`src/rtl/calc_seq_pkg.sv`:
```
// Shared types and defaults for the calc neuron drive sequencer.
package calc_seq_pkg;

  localparam int unsigned default_vec_len     = 16;
  localparam int unsigned default_num_neurons = 4;
  localparam int unsigned default_acc_width   = 12;

  typedef enum logic [2:0] {
    IDLE,
    CLR,
    STREAM,
    SAMPLE,
    DONE
  } state_t;

  // Index width that never collapses to zero for a single-entry store.
  function automatic int clog2_min1(input int n);
    return (n > 1) ? $clog2(n) : 1;
  endfunction

endpackage

```
`src/rtl/calc_seq_if.sv`:
```
// Input-vector and result handshakes of calc_seq.
interface calc_seq_if #(
  parameter int vec_len     = 16,
  parameter int num_neurons = 4,
  parameter int acc_width   = 12
);

  logic                             in_valid;
  logic                             in_ready;
  logic [vec_len-1:0]               in_vec;
  logic                             out_valid;
  logic                             out_ready;
  logic [num_neurons-1:0]           out_vec;
  logic [num_neurons*acc_width-1:0] out_acc;

  modport master (
    output in_valid, in_vec, out_ready,
    input  in_ready, out_valid, out_vec, out_acc
  );

  modport slave (
    input  in_valid, in_vec, out_ready,
    output in_ready, out_valid, out_vec, out_acc
  );

endinterface

```
`src/rtl/calc_seq_wmem.sv`:
```
// Weight register file: one vec_len-bit row per neuron, single-bit combinational read.
module calc_seq_wmem #(
  parameter int vec_len     = 16,
  parameter int num_neurons = 4,
  parameter int idx_width   = 2,
  parameter int cnt_width   = 4
) (
  input  logic                 clk,
  input  logic                 rst,
  input  logic                 wr_en,
  input  logic [idx_width-1:0] wr_addr,
  input  logic [vec_len-1:0]   wr_data,
  input  logic [idx_width-1:0] rd_row,
  input  logic [cnt_width-1:0] rd_bit,
  output logic                 rd_data
);

  logic [vec_len-1:0] rows [num_neurons];

  always_ff @(posedge clk) begin
    if (rst) begin
      for (int unsigned r = 0; r < num_neurons; r++) rows[r] <= '0;
    end else if (wr_en && (int'(wr_addr) < num_neurons)) begin
      rows[wr_addr] <= wr_data;
    end
  end

  assign rd_data = rows[rd_row][rd_bit];

endmodule

```
`src/rtl/calc_seq.sv`:
```
// Sequences bit-serial input/weight pairs into a calc neuron, one weight row
// at a time, and returns the packed activations over a valid/ready handshake.
module calc_seq
  import calc_seq_pkg::*;
#(
  parameter int vec_len     = default_vec_len,
  parameter int num_neurons = default_num_neurons,
  parameter int acc_width   = default_acc_width,
  parameter int cnt_width   = $clog2(vec_len),
  parameter int idx_width   = clog2_min1(num_neurons)
) (
  input  logic                 clk,
  input  logic                 rst,
  input  logic                 w_wr_en,
  input  logic [idx_width-1:0] w_wr_addr,
  input  logic [vec_len-1:0]   w_wr_data,
  calc_seq_if.slave            bus,
  output logic                 calc_rst,
  output logic                 calc_1,
  output logic                 calc_in,
  input  logic                 calc_acted,
  input  logic [acc_width-1:0] calc_acc,
  output logic                 busy
);

  localparam logic [cnt_width-1:0] k_last = cnt_width'(vec_len - 1);
  localparam logic [idx_width-1:0] j_last = idx_width'(num_neurons - 1);

  state_t                           state, state_nxt;
  logic [vec_len-1:0]               shadow;
  logic [cnt_width-1:0]             k;
  logic [idx_width-1:0]             j;
  logic                             res_valid;
  logic [num_neurons-1:0]           res_vec;
  logic [num_neurons*acc_width-1:0] res_acc;
  logic                             w_bit;
  logic                             rdy;

  calc_seq_wmem #(
    .vec_len    (vec_len),
    .num_neurons(num_neurons),
    .idx_width  (idx_width),
    .cnt_width  (cnt_width)
  ) u_wmem (
    .clk    (clk),
    .rst    (rst),
    .wr_en  (w_wr_en && (state == IDLE)),
    .wr_addr(w_wr_addr),
    .wr_data(w_wr_data),
    .rd_row (j),
    .rd_bit (k),
    .rd_data(w_bit)
  );

  always_ff @(posedge clk) begin
    if (rst) state <= IDLE;
    else     state <= state_nxt;
  end

  always_comb begin
    state_nxt = state;
    case (state)
      IDLE:    if (bus.in_valid) state_nxt = CLR;
      CLR:     state_nxt = STREAM;
      STREAM:  if (k == k_last) state_nxt = SAMPLE;
      SAMPLE:  state_nxt = (j == j_last) ? DONE : CLR;
      DONE:    if (res_valid && bus.out_ready) state_nxt = IDLE;
      default: state_nxt = IDLE;
    endcase
  end

  always_comb begin
    rdy      = 1'b0;
    busy     = 1'b1;
    calc_rst = rst;
    calc_1   = 1'b0;
    calc_in  = 1'b0;
    case (state)
      IDLE: begin
        rdy  = 1'b1;
        busy = 1'b0;
      end
      CLR:    calc_rst = 1'b1;
      STREAM: begin
        calc_1  = shadow[k];
        calc_in = w_bit;
      end
      default: ;
    endcase
  end

  // out_valid is registered from DONE, so it trails DONE entry by one cycle
  // and the handshake can only complete once the consumer has seen it.
  always_ff @(posedge clk) begin
    if (rst) begin
      shadow    <= '0;
      k         <= '0;
      j         <= '0;
      res_valid <= 1'b0;
      res_vec   <= '0;
      res_acc   <= '0;
    end else begin
      case (state)
        IDLE: if (bus.in_valid) begin
          shadow <= bus.in_vec;
          j      <= '0;
        end
        CLR:    k <= '0;
        STREAM: if (k != k_last) k <= k + 1'b1;
        SAMPLE: begin
          res_vec[j]                            <= calc_acted;
          res_acc[int'(j)*acc_width +: acc_width] <= calc_acc;
          if (j != j_last) j <= j + 1'b1;
        end
        DONE:    res_valid <= !(res_valid && bus.out_ready);
        default: ;
      endcase
    end
  end

  assign bus.in_ready  = rdy;
  assign bus.out_valid = res_valid;
  assign bus.out_vec   = res_vec;
  assign bus.out_acc   = res_acc;

endmodule

```
`src/flat_wrapper.sv`:
```
// flat-port wrapper written by rule: the top's interface ports become plain ports
module calc_seq_flat import calc_seq_pkg::*;
#(
  parameter int vec_len     = default_vec_len,
  parameter int num_neurons = default_num_neurons,
  parameter int acc_width   = default_acc_width,
  parameter int cnt_width   = $clog2(vec_len),
  parameter int idx_width   = clog2_min1(num_neurons)
)
  (clk, rst, w_wr_en, w_wr_addr, w_wr_data, calc_rst, calc_1, calc_in, calc_acted, calc_acc, busy, bus_in_valid, bus_in_vec, bus_out_ready, bus_in_ready, bus_out_valid, bus_out_vec, bus_out_acc);
  calc_seq_if #(.vec_len(vec_len), .num_neurons(num_neurons), .acc_width(acc_width)) bus_i ();
  input  logic clk;
  input  logic rst;
  input  logic w_wr_en;
  input  logic [idx_width-1:0] w_wr_addr;
  input  logic [vec_len-1:0] w_wr_data;
  output logic calc_rst;
  output logic calc_1;
  output logic calc_in;
  input  logic calc_acted;
  input  logic [acc_width-1:0] calc_acc;
  output logic busy;
  input wire logic [$bits(bus_i.in_valid)-1:0] bus_in_valid;
  input wire logic [$bits(bus_i.in_vec)-1:0] bus_in_vec;
  input wire logic [$bits(bus_i.out_ready)-1:0] bus_out_ready;
  output wire logic [$bits(bus_i.in_ready)-1:0] bus_in_ready;
  output wire logic [$bits(bus_i.out_valid)-1:0] bus_out_valid;
  output wire logic [$bits(bus_i.out_vec)-1:0] bus_out_vec;
  output wire logic [$bits(bus_i.out_acc)-1:0] bus_out_acc;
  assign bus_i.in_valid = bus_in_valid;
  assign bus_i.in_vec = bus_in_vec;
  assign bus_i.out_ready = bus_out_ready;
  assign bus_in_ready = bus_i.in_ready;
  assign bus_out_valid = bus_i.out_valid;
  assign bus_out_vec = bus_i.out_vec;
  assign bus_out_acc = bus_i.out_acc;
  calc_seq #(.vec_len(vec_len), .num_neurons(num_neurons), .acc_width(acc_width), .cnt_width(cnt_width), .idx_width(idx_width)) u_core (.clk(clk), .rst(rst), .w_wr_en(w_wr_en), .w_wr_addr(w_wr_addr), .w_wr_data(w_wr_data), .bus(bus_i), .calc_rst(calc_rst), .calc_1(calc_1), .calc_in(calc_in), .calc_acted(calc_acted), .calc_acc(calc_acc), .busy(busy));
endmodule
```
`config.mk`:
```
export PLATFORM = sky130hd
export DESIGN_NAME = calc_seq_flat
export DESIGN_NICKNAME = d
export VERILOG_FILES = /design/src/rtl/calc_seq_pkg.sv /design/src/rtl/calc_seq_if.sv /design/src/rtl/calc_seq_wmem.sv /design/src/rtl/calc_seq.sv /design/src/flat_wrapper.sv
export SDC_FILE = /design/constraint.sdc
export NUM_CORES = 1
export LEC_CHECK = 0
export CORE_MARGIN = 5
export CORE_UTILIZATION = 24
export CTS_CLUSTER_DIAMETER = 120
export DETAILED_ROUTE_END_ITERATION = 16
export PLACE_DENSITY = 0.41
export SLEW_MARGIN = 10
export SYNTH_ARGS = -nofsm -noshare
export SYNTH_HDL_FRONTEND = slang
export SYNTH_SLANG_ARGS = --single-unit
```
`constraint.sdc`:
```
create_clock -name clk -period 4.7 [get_ports clk]
set_input_delay 0.705 -clock clk [delete_from_list [all_inputs] [get_ports clk]]
set_output_delay 0.705 -clock clk [all_outputs]
set_load 0.02 [all_outputs]
```
After elaboration in Yosys (flattened, before gate mapping)
Memory sizes are Yosys's and may differ from the RTL's. A register that Yosys moved wholly into a read port is not among the register bits.
Index checks and enable logic that the tools add are counted.
{"block": "classes", "n_reduce_logical": 12, "div": 0, "eq_ne": 13, "add_sub_neg": 3, "n_mux": 33, "n_lt_le_gt_ge": 3, "shift": 2, "n_bitwise": 0, "n_mul": 1}
{"op": "$bwmux W48", "count": 1}
{"op": "$shift A12 B33 Y48 const A", "count": 1}
{"op": "$shiftx A12 B33 Y48", "count": 1}
{"op": "$neg A32 Y33", "count": 1}
{"op": "$mux W16", "count": 1}
{"op": "$reduce_or A16 Y1", "count": 1}
{"op": "$pmux W3 S5", "count": 1}
{"op": "$mux W1", "count": 14}
{"op": "$mux W3", "count": 4}
{"op": "$mux W2", "count": 5}
{"op": "$bmux W1 S4", "count": 2}
{"op": "$ne A2 B1 Y1 const B", "count": 4}
{"op": "$pmux W4 S2", "count": 1}
{"op": "$eq A3 B2 Y1 const B", "count": 2}
{"op": "$reduce_and A3 Y1", "count": 2}
{"op": "$lt A4 B5 Y1 const B", "count": 1}
{"op": "$add A4 B1 Y4 const B", "count": 1}
{"op": "$bwmux W4", "count": 1}
{"op": "$eq A4 B4 Y1 const B", "count": 1}
{"op": "$mul A2 B2 Y4 const B", "count": 1}
{"op": "$mux W4", "count": 1}
{"op": "$ne A2 B2 Y1 const B", "count": 2}
{"op": "$ne A4 B4 Y1 const B", "count": 1}
{"op": "$pmux W2 S2", "count": 1}
{"op": "other kinds (12)", "count": 16}
{"block": "totals", "inputBits": 52, "mem_bits_ro": 0, "memories": 1, "output_inout_bits": 58, "reg_bits": 78, "latch_bits": 0, "elab_cells": 75, "mem_bits_rw": 64}
{"memory": "u_core.u_wmem.rows", "depth": 4, "width": 16, "rd": 1, "rd_ports_with_merged_regs": 1, "write_ports": 4, "line": "calc_seq_wmem.sv:18", "source": "logic [vec_len-1:0] rows [num_neurons];"}

Depth between registers and ports, before layout
Gate-level depths: netlist of run 1.
{"block": "depth", "ltp_word": 7, "ltp_mapped": 10, "depth_no_buf": 7}

Modules after synthesis
Synthesis of run 1 repeated with hierarchy kept, for this count alone.
{"block": "hier_totals", "hier_cells": 578, "hier_area_um2": 6641.4}
{"mod": "calc_seq", "instances": 1, "cells_per_inst": 395, "area_each_um2": 3686.0, "seq_area_each_um2": 1561.5}
{"mod": "calc_seq_wmem", "instances": 1, "cells_per_inst": 183, "area_each_um2": 2955.3, "seq_area_each_um2": 1921.8}

Worst setup path before layout of run 1
Ideal clock, no wire load.
{"block": "synth_timing", "kind": "register -> register", "startpoint": "register u_core.j[0]", "endpoint": "register u_core.res_acc[31] (netlist: u_core.bus.out_acc[31])", "path_buffers": 3, "path_stages_with_launch": 11, "setup_time_ns": 0.128, "required_time_ns": 4.572, "arrival_time_ns": 2.535, "setup_slack_ns": 2.037, "synth_period_minus_slack_ns": 2.663, "cell_sequence": "dfxtp_1 -> buf_2 -> buf_2 -> clkinv_1 -> ha_1 -> clkbuf_1 -> mux2_2 -> a22oi_1 -> nor2_1 -> a22oi_1 -> nor2_1"}
{"block": "synth_via", "elab_chain_cells": 4, "word_cells_on_any_way": 5, "classes_between": "add/sub: 1; mul: 1; shift: 2; mux: 1"}
{"item": "start, declared", "line": "calc_seq.sv:32", "source": "logic [idx_width-1:0] j;"}
{"item": "start signal, assigned", "line": "calc_seq.sv:113", "source": "if (j != j_last) j <= j + 1'b1;"}
{"item": "$mul A2 B2 Y4 (*)", "line": "calc_seq.sv:112", "source": "res_acc[int'(j)*acc_width +: acc_width] <= calc_acc;"}
{"item": "$neg A32 Y33 (*)", "line": "calc_seq.sv:112"}
{"item": "$shiftx A12 B33 Y48 / $shift A12 B33 Y48 (equally long branches)", "line": "calc_seq.sv:112"}
{"item": "$bwmux W48 (*)", "line": "calc_seq.sv:112"}
{"item": "end signal, assigned by index", "line": "calc_seq.sv:112"}
{"item": "end, declared", "line": "calc_seq.sv:35", "source": "logic [num_neurons*acc_width-1:0] res_acc;"}
Mark *: on every way between the ends. The rest lies on a longest branch, timed or not.
A chain may end at the register's enable or synchronous reset.

==> reports/qor.csv, run 1 <==
stage;metric;value;unit
synthesis;Syn Area/Cell;10.8;um^2
final_layout;fin cells;1052;
worst_hold_path;min-delay src;u_core.bus.out_acc[20];
routing;DRT Pass-1 Iters;5;
synthesis;area leader, netlist;edfxtp_1;
place;HPWL after detailed placement;13.3;mm
synthesis;EDFF count, synth;64;
power_and_ir_drop;clock network power share;39.1;%
synthesis;top-area cell type share of the netlist area;29.3;%
synthesis;flops & latches, synth;144;
die;Ports;110;
timing;crit path time final;3870;ps
timing;Slew @ Worst Pin;890;ps
power_and_ir_drop;sw frac;29.0;%
clock_tree;Post-CTS Hold Fix Bufs;0;
synthesis;area share of xor/xnor cells in the synthesized design;0.533;%
global_routing;initial antenna violation count;0;
clock_tree;Worst-path clk slew;60;ps
place;dpl ws;1190;ps
timing;Highest Clock Rate;258;MHz
timing;max-slew headroom at the worst pin;40.7;%
critical_path;worst reg2reg startpoint;u_core.j[0];
die;# rows;60;
final_layout;Area growth syn-to-layout;29.2;%
clock_tree;total setup buffers inserted after CTS;0;
timing;Fin. Hold Viols;0;
timing;Worst Clk Skew;12.0;ps
timing;fin worst setup slack;825;ps
final_layout;# nets final;759;
critical_path;cells on worst reg2reg path;8;
synthesis;count leader, synth;dfxtp_1;
synthesis;yosys warns;0;
die;Die Y;175;um
worst_hold_path;hold path depth;2;
critical_path;Critical Path AT;3170;ps
power_and_ir_drop;Peak VDD IR;0.000179;V
global_routing;first-pass GRT wire length;29.6;mm
synthesis;simple-gate area share of the yosys netlist;20.8;%
synthesis;Synth Instances;607;
critical_path;CP startpoint kind;flop;
timing;final worst-path cycle share;82.4;%
timing;fin. max-slew vios;0;
power_and_ir_drop;Tot Pwr;0.00326;W
clock_tree;Clock Tree Buf Depth;2;
clock_tree;CTS resizes;0;
clock_tree;clk root buf;clkbuf_16;
final_layout;fill cell count;2728;
clock_tree;CTS Sinks;144;
die;Initial Util;24.4;%
clock_tree;CTS buffer count;17;
power_and_ir_drop;switching power;0.000946;W
run_status;status;finished, final reports clean;
worst_hold_path;Hold WC Path Type;flop to flop;
global_routing;largest net degree at the start of global routing;75;
flow_run;Max Cap Viol;0;
routing;Final ANT Viol Nets;0;
routing;Post-Route WL;18.8;mm
critical_path;Worst Path Max Fanout;13;
timing;Sum Neg Setup Slack;0;ps
synthesis;FFs w/ async S/R, synth;0;%
synthesis;main combinational cell family by area after synthesis;simple AND/OR/NAND/NOR gates;
critical_path;r2r setup slk;1410;ps
synthesis;sequential cell area fraction in the yosys report;53.6;%
routing;# DRC;0;
power_and_ir_drop;Pwr Density;384;mW/mm^2
synthesis;Post-synth top cells;80 x dfxtp_1, 70 x and2_1, 64 x edfxtp_1, 64 x nand2_1, 61 x nor2_1;
critical_path;Critical Path End Type;primary output;
die;Die ar.;0.0308;mm^2
clock_tree;clk_lat worst skew;420;ps
synthesis;adder-cell area share of the yosys netlist;1.71;%
synthesis;top_reg_cell synth;dfxtp_1;
power_and_ir_drop;Comb power frac;16.0;%
synthesis;Synth cell types;52;
place;IO Port Bufs;109;
die;width of the die;175;um
synthesis;Syn Nets;668;
routing;Detailed Route Iter0 Violations;261;
final_layout;Diodes inserted;0;
place;placed instance count;1020;
clock_tree;CTS tree;built;
global_routing;vias in the first global route;5116;
critical_path;critical path class;flop to primary output;
routing;wire per inst;17.9;um
synthesis;mux contribution to synthesized area;9.37;%
critical_path;CP required;3990;ps
routing;total number of vias;4880;
worst_hold_path;Worst Hold Path EP;u_core.bus.out_acc[20];
die;Core Footprint;0.0270;mm^2
global_routing;GRT Residual Overflow;0;
timing;final setup fails;0;
critical_path;worst reg2reg path endpoint;u_core.bus.out_acc[26];
power_and_ir_drop;sequential power share;44.9;%
power_and_ir_drop;Leak Pwr;2.96;nW
synthesis;Synth area leaders;edfxtp_1 29%, dfxtp_1 24%, and2_1 6.7%;
routing;vias per cell;4.64;
final_layout;fin util;31.5;%
final_layout;layout cells sized above 1;8.86;%
clock_tree;H-tree lvl count;4;
synthesis;Mapped Area;0.00657;mm^2
timing;RSZ-0062 raised after global routing;false;
synthesis;post-synthesis compound-gate area fraction;10.6;%
global_routing;Tot GR Track Use;12.3;%
power_and_ir_drop;internal power;0.00231;W
place;Placer Congestion;0.779;
-- per-layer routing --
| metal | track usage (%) | vias to the layer above | share of wire (%) |
|---|---|---|---|
| li1 | - | 2369 | - |
| met1 | 16.5 | 2362 | 47 |
| met2 | 20.1 | 134 | 47 |
| met3 | 2.84 | 15 | 4.5 |
| met4 | 3.44 | 0 | 1.3 |
| met5 | 0 | - | 0 |
-- power by group through the flow --
stage                     Combinational [W]  Clock, W  Sequential (W)
after floorplan                    0.000364         0         0.00145
after global placement             0.000526         0         0.00149
after detailed placement           0.000531         0         0.00149
after CTS                          0.000533   0.00131         0.00146
after global routing               0.000576   0.00136         0.00147
final                              0.000522   0.00127         0.00146
-- cells in the final DEF, fill, tap and decap left out, types with 17 or more instances in the layout --
master           instances
clkdlybuf4s50_1        108
dfxtp_1                 80
and2_1                  70
nand2_1                 64
edfxtp_1                64
nor2_1                  61
a21oi_1                 41
a22oi_1                 36
nand3_1                 21
clkbuf_16               17
-- stage by stage --
stage                     cell area [um^2]  hold slack (ps)
after CTS                             8480              454
after global placement                7930              444
after global routing                  8480              478
after detailed placement              7930              449
final                                 8480              454
after floorplan                       6570              433
-- worst max path at each step --
stage,endpoint,from,slack (ps),cells after the start
after CTS,calc_in,flop,730,6
after floorplan,u_core.bus.out_acc[31],u_core.j[0],2040,10
after detailed placement,calc_in,flop,1190,6
after global placement,calc_in,flop,1220,6
final,calc_in,flop,830,6
after global routing,calc_in,flop,560,6
-- logic make-up (layout without fill, tap and decap cells) --
family / count (synthesis) / after routing
buffers and inverters: 50 / 154
flip-flops: 144 / 144
AND/OR/NAND/NOR: 260 / 260
multiplexers: 37 / 37
XOR/XNOR: 4 / 4
AO/OA/AOI/OAI: 103 / 103
adder cells (fa/ha/maj): 9 / 9
-- worst max-delay path, cell delays in order, from the launching register on --
cell and delay, ps:
dfxtp_1 820, mux4_1 670, mux2_2 280, o22ai_2 140
a211oi_1 70, a41o_1 230, clkdlybuf4s50_1 540
-- registers in the layout, summed over array words and instances (netlist names), named ones only --
signal	flops
u_core.k	4
u_core.j	2
u_core.bus.out_acc	48
u_core.bus.out_valid	1
u_core.shadow	16
u_core.u_wmem.rows	64
u_core.bus.out_vec	4
u_core.state	3
-- area by class of cell --
cell class              count  area [um^2]  area share, %
flip-flops and latches    144         3520           41.5
multi-input cells         413         2830           33.3
repair buffers            115         1130           13.3
well taps                 341          427           5.03
clock buffers              17          425           5.01
clock inverters            15          125           1.47
inverters                   7         26.3          0.310
Power figures use the tool's default switching activity.
==> inputs of run 2 (changes only) <==
PLACE_DENSITY = 0.43   (was 0.41)
clock period = 3.25 ns   (was 4.7 ns; I/O delays follow)
==> run 2 against run 1 <==
Hold slack worse by 6.0 ps. Clock power rose by 54%. Clock-buffer cell count unchanged. Critical path type unchanged. Die area stayed put. Total power up 48%. Largest cell class unchanged. Critical endpoint is now calc_1. Routed wire length decreased by 1.2%. Register-to-register slack got worse by 840 ps. Sequential cell count stayed put. Setup slack got worse by 610 ps. Critical path depth is 2 lower. Final cell count up 0.95%. First-iteration DRC count rose by 27%.
==> reports/qor.csv, run 2 (synthesis results as in run 1) <==
stage;metric;value;unit;change
run_status;status;finished, final reports clean;;
timing;final worst-path cycle share;93.4;%;
timing;Sum Neg Setup Slack;0;ps;unchanged
routing;Final ANT Viol Nets;0;;unchanged
timing;Highest Clock Rate;329;MHz;
critical_path;cells on worst reg2reg path;7;;-1
critical_path;critical path class;flop to primary output;;
final_layout;fill cell count;2706;;-0.81%
die;Ports;110;;unchanged
critical_path;worst reg2reg path endpoint;u_core.bus.out_acc[26];;
final_layout;commonest non-fill, non-tap cell in the layout;clkdlybuf4s50_1;;
global_routing;initial antenna violation count;1;;+1
power_and_ir_drop;Peak VDD IR;0.000272;V;+52%
critical_path;Critical Path End Type;primary output;;
global_routing;largest net degree at the start of global routing;39;;-48%
final_layout;Area growth syn-to-layout;31.0;%;
clock_tree;Worst-path clk slew;70;ps;about the same
final_layout;# nets final;769;;+1.3%
flow_run;Max Cap Viol;0;;unchanged
timing;Fin. Hold Viols;0;;unchanged
clock_tree;CTS buffer count;17;;unchanged
global_routing;Tot GR Track Use;12.1;%;-0.27 points
die;Initial Util;24.4;%;unchanged
clock_tree;clk root buf;clkbuf_16;;
final_layout;most frequent cells in the layout;107 x clkdlybuf4s50_1, 77 x dfxtp_1, 70 x and2_1;;
timing;fin. max-slew vios;0;;unchanged
timing;Worst Clk Skew;13.1;ps;+1.03 ps
critical_path;Worst Path Max Fanout;5;;-8
timing;final setup fails;0;;unchanged
final_layout;Layout Cell Area excl Fill;0.00860;mm^2;+1.4%
critical_path;CP required;2760;ps;-1230 ps
clock_tree;clk_lat worst skew;420;ps;about the same
final_layout;Diodes inserted;0;;unchanged
die;# rows;60;;unchanged
routing;Post-Route WL;18.6;mm;-1.2%
clock_tree;H-tree lvl count;4;;unchanged
worst_hold_path;Worst Hold Path EP;u_core.bus.out_acc[4];;
clock_tree;total setup buffers inserted after CTS;0;;unchanged
worst_hold_path;Hold WC Path Type;flop to flop;;
critical_path;CP dominant cell by count;mux4_2;;
final_layout;Largest register FFs;64;;unchanged
global_routing;vias in the first global route;4918;;-3.9%
timing;crit path time final;3030;ps;
critical_path;CP startpoint kind;flop;;
critical_path;Critical Path AT;2550;ps;-620 ps
die;width of the die;175;um;unchanged
die;Die Y;175;um;unchanged
routing;wire per inst;17.5;um;-2.1%
place;HPWL after detailed placement;13.4;mm;+0.72%
critical_path;slowest cell on the critical path;clkdlybuf4s50_1;;
clock_tree;CTS Sinks;144;;unchanged
place;Post-DP Area;0.00801;mm^2;+0.95%
routing;met1 wire length;8.78;mm;-0.69%
place;IO Port Bufs;109;;unchanged
global_routing;first-pass GRT wire length;28.8;mm;-2.7%
worst_hold_path;hold path depth;2;;unchanged
critical_path;Max stage delay on crit path;540;ps;-280 ps
timing;max-slew headroom at the worst pin;58.9;%;+18 points
clock_tree;Clock Tree Buf Depth;2;;unchanged
timing;Slew @ Worst Pin;617;ps;-273 ps
critical_path;r2r setup slk;570;ps;-840 ps
routing;DR WL met3;903;um;+6.9%
routing;routed wl met2;8.70;mm;-2.3%
critical_path;worst path cell trace;mux4_2, mux4_2, and2_1, clkdlybuf4s50_1;;
clock_tree;Post-CTS Hold Fix Bufs;0;;unchanged
routing;DRT Pass-1 Iters;6;;+1
die;Die ar.;0.0308;mm^2;unchanged
final_layout;layout cells sized above 1;10.8;%;+2.0 points
routing;top routing layer in use;met5;;
critical_path;worst reg2reg startpoint;u_core.j[0];;
timing;RSZ-0062 raised after global routing;false;;
global_routing;GRT Residual Overflow;0;;unchanged
routing;total number of vias;4880;;unchanged
power_and_ir_drop;Leak Pwr;3.03;nW;+2.5%
place;Placer Congestion;0.796;;+2.2%
clock_tree;CTS tree;built;;
routing;vias per cell;4.60;;-0.94%
die;Core Footprint;0.0270;mm^2;unchanged
worst_hold_path;min-delay src;u_core.bus.out_acc[4];;
routing;Detailed Route Iter0 Violations;332;;+27%
final_layout;most flop-heavy register;u_core.u_wmem.rows;;
power_and_ir_drop;Pwr Density;562;mW/mm^2;+46%
routing;# DRC;0;;unchanged
run 2: changes by cell type in the layout (fill, tap and decap cells not counted), sizes merged:
| cell | change |
|---|---|
| buf | +10 |
| bufinv | +1 |
| clkdlybuf4s50 | -1 |
| dlygate4sd2 | +1 |
| inv | -1 |
run 2: worst max path at each step:
stage | end | start | slack [ps] | cells past startpoint
finish | calc_1 | u_core.k[0] | 220 | 4
global route | calc_in | flop | 100 | 6
CTS | calc_1 | u_core.k[1] | 60 | 4
detailed placement | calc_in | flop | 240 | 6
global placement | calc_in | flop | 360 | 6
floorplan | u_core.bus.out_acc[31] | u_core.j[0] | 590 | 10
run 2: layer usage:
layer  up-vias  GRT usage, %
met1      2352          16.2
met2       130          19.3
met3        14          2.86
met4         2          3.80
li1       2382             -
met5         -             0
run 2: layout make-up:
cell class	instances	area, um^2	share of cell area [%]
Multi-Input combinational cell	413	2830	32.8
Clock buffer	17	425	4.94
Clock inverter	15	165	1.92
Inverter	7	26.3	0.305
Tap cell	341	427	4.96
Sequential cell	144	3530	41.0
Timing Repair Buffer	125	1200	14.0
run 2: per-stage QoR:
stage          util (%)  instances  worst slack (ps)  hold slack, ps  power (W)
2_1_floorplan         -        607               587             433    0.00262
3_3_place_gp       29.7       1030               362             447    0.00292
3_5_place_dp       29.7       1030               237             445    0.00293
4_1_cts            31.9       1062              56.5             453    0.00489
5_1_grt            31.9       1062               104             473    0.00506
6_report           31.9       1062               215             448    0.00483
run 2: what timing repair did:
action / in CTS / in global routing
hold endpoints to repair: 0 / 0
setup endpoints to repair: 1 / 1
cloned: 0 / 0
gates resized for setup: 3 / 2
run 2: power breakdown:
part	switching [W]	internal, W	leakage [nW]
Clock	0.000862	0.00109	0.285
Sequential	0.0000814	0.00202	1.31
Combinational	0.000445	0.000335	1.43
Total	0.00139	0.00344	3.03
run 2: worst max-delay path, delay by kind of cell, from the launching register on:
family	cells	cell delay, ps
muxes	2	1000
buffers and inverters	1	540
DFF	1	410
and+or+nand+nor	1	180
==> inputs of run 3 (changes only) <==
CORE_UTILIZATION = 40   (was 24)
PLACE_DENSITY = default   (was 0.43)
PLACE_DENSITY_LB_ADDON = 0.25   (was default)
==> run 3 against run 2 <==
Sequential power barely moved. Setup slack got worse by 110 ps. Via count rose by 1.8%. Final cell count fell by 12%. Largest cell class unchanged. Highest routed layer is now met4.
==> reports/qor.csv, run 3 (synthesis results as in run 1) <==
stage;metric;value;unit;change
clock_tree;clk_lat worst skew;420;ps;about the same
worst_hold_path;Hold WC Path Type;flop to flop;;
global_routing;largest net degree at the start of global routing;35;;-10%
routing;vias per cell;5.31;;+16%
power_and_ir_drop;switching power;0.00126;W;-9.6%
power_and_ir_drop;Pwr Density;586;mW/mm^2;+4.3%
critical_path;CP startpoint kind;flop;;
power_and_ir_drop;sw frac;25.2;%;-3.5 points
critical_path;Critical Path End Type;primary output;;
power_and_ir_drop;Comb power frac;15.3;%;-0.8 points
die;Die Y;138;um;-21%
routing;Detailed Route Iter0 Violations;411;;+24%
timing;max-slew headroom at the worst pin;52.5;%;-6.4 points
routing;DRT Pass-1 Iters;5;;-1
flow_run;Max Cap Viol;0;;unchanged
place;HPWL after detailed placement;11.6;mm;-13%
critical_path;CP Buf/Inv Count;1;;unchanged
final_layout;# nets final;768;;-0.13%
clock_tree;H-tree lvl count;4;;unchanged
global_routing;Tot GR Track Use;17.1;%;+5.1 points
timing;Worst Clk Skew;7.38;ps;-5.69 ps
timing;crit path time final;3140;ps;+106 ps
routing;# DRC;0;;unchanged
power_and_ir_drop;internal power;0.00372;W;+8.0%
critical_path;Worst Path Max Fanout;5;;unchanged
power_and_ir_drop;Peak VDD IR;0.000405;V;+49%
clock_tree;Clock Tree Buf Depth;2;;unchanged
power_and_ir_drop;clock network power share;42.5;%;+2.1 points
critical_path;Max stage delay on crit path;540;ps;about the same
clock_tree;clk root buf;clkbuf_16;;
timing;Highest Clock Rate;318;MHz;-3.4%
critical_path;critical path class;flop to primary output;;
final_layout;layout cells sized above 1;10.3;%;-0.53 points
routing;Final ANT Viol Nets;0;;unchanged
clock_tree;CTS tree;built;;
place;Placer Congestion;0.832;;+4.5%
timing;Sum Neg Setup Slack;0;ps;unchanged
final_layout;Diodes inserted;0;;unchanged
global_routing;GRT Residual Overflow;0;;unchanged
timing;hold slack;450;ps;+1.72 ps
global_routing;initial antenna violation count;0;;-1
critical_path;worst path cell trace;mux4_2, mux4_2, and2_1, clkdlybuf4s50_1;;
critical_path;critical path depth in cells;4;;unchanged
timing;fin. max-slew vios;0;;unchanged
routing;Post-Route WL;16.5;mm;-12%
timing;Slew @ Worst Pin;713;ps;+95.9 ps
timing;final worst-path cycle share;96.7;%;+3.3 points
global_routing;vias in the first global route;5015;;+2.0%
die;Core Footprint;0.0160;mm^2;-41%
final_layout;Area growth syn-to-layout;29.3;%;
worst_hold_path;hold path depth;2;;unchanged
die;# rows;46;;-23%
final_layout;most flop-heavy register;u_core.u_wmem.rows;;
timing;final setup fails;0;;unchanged
die;Initial Util;41.0;%;+17 points
critical_path;slowest cell on the critical path;mux4_2;;
power_and_ir_drop;Leak Pwr;3.06;nW;+0.93%
die;Die ar.;0.0191;mm^2;-38%
die;Ports;110;;unchanged
timing;Fin. Hold Viols;0;;unchanged
clock_tree;Post-CTS Hold Fix Bufs;0;;unchanged
critical_path;CP dominant cell by count;mux4_2;;
clock_tree;Worst-path clk slew;60;ps;about the same
power_and_ir_drop;sequential power share;42.2;%;-1.2 points
routing;total number of vias;4969;;+1.8%
critical_path;Critical Path AT;2650;ps;+100 ps
run_status;status;finished, final reports clean;;
place;IO Port Bufs;109;;unchanged
clock_tree;CTS buffer count;17;;unchanged
critical_path;cells on worst reg2reg path;7;;unchanged
final_layout;commonest non-fill, non-tap cell in the layout;clkdlybuf4s50_1;;
die;width of the die;138;um;-21%
final_layout;Largest register FFs;64;;unchanged
power_and_ir_drop;Tot Pwr;0.00498;W;+2.9%
routing;wire per inst;17.6;um;+0.45%
critical_path;critical path's top delay family;multiplexers;;
final_layout;most frequent cells in the layout;107 x clkdlybuf4s50_1, 77 x dfxtp_1, 70 x and2_1;;
global_routing;first-pass GRT wire length;26.3;mm;-8.8%
clock_tree;CTS Sinks;144;;unchanged
final_layout;fin util;53.1;%;+21 points
critical_path;CP required;2760;ps;about the same
timing;RSZ-0062 raised after global routing;false;;
==> run 3: path summary, 6_finish.rpt <==
| path | to | from | slack, ps |
|---|---|---|---|
| worst max-delay path | calc_1 | u_core.k[0] | 110 |
| worst min-delay path | u_core.bus.out_acc[7] | u_core.bus.out_acc[7] | 450 |
| worst max register to register | u_core.bus.out_acc[26] | u_core.j[0] | 580 |
| worst min register to register | u_core.bus.out_acc[7] | u_core.bus.out_acc[7] | 450 |
==> run 3: cell type report <==
type / count / area (um^2)
fillers: 1418 / 7510
well taps: 216 / 270
clock inverters: 13 / 209
inverters: 7 / 26.3
repair buffers: 124 / 1200
flip-flops and latches: 144 / 3530
multi-input cells: 413 / 2830
clock buffers: 18 / 429
==> run 3: through the flow <==
step	worst slack (ps)	cell area (um^2)	instances
after floorplan	587	6570	607
after global placement	303	7840	904
after detailed placement	256	7840	904
after CTS	52.6	8490	935
after global routing	8.20	8490	935
final	109	8490	935
==> run 3: metal layers <==
layer  track usage (%)  vias up  wire, um
li1                  -     2389         -
met1              21.7     2402      7110
met2              28.1      160      8100
met3              5.52       18      1020
met4              5.36        0       221
met5                 0        -         0
==> run 3: power by group through the flow <==
stage                     clock [W]  combinational (W)  sequential [W]
final                       0.00211           0.000762         0.00210
after CTS                   0.00214           0.000769         0.00210
after detailed placement          0           0.000765         0.00214
after floorplan                   0           0.000526         0.00210
after global routing        0.00222           0.000842         0.00211
after global placement            0           0.000751         0.00214
==> run 3: what timing repair did <==
item                                    4_1_cts  5_1_grt
resized for setup                             3        2
gates cloned                                  0        0
endpoints found under the setup margin        1        2
setup buffers                                 0        0
endpoints found under the hold margin         0        0
==> run 3: worst register-to-register path, stage by stage, from the launching register on <==
cell,delay [ps]
dfxtp_1,330
clkinv_1,280
ha_1,570
nor2b_1,420
and4_1,510
and2_1,250
a32oi_1,120
nor2_1,120
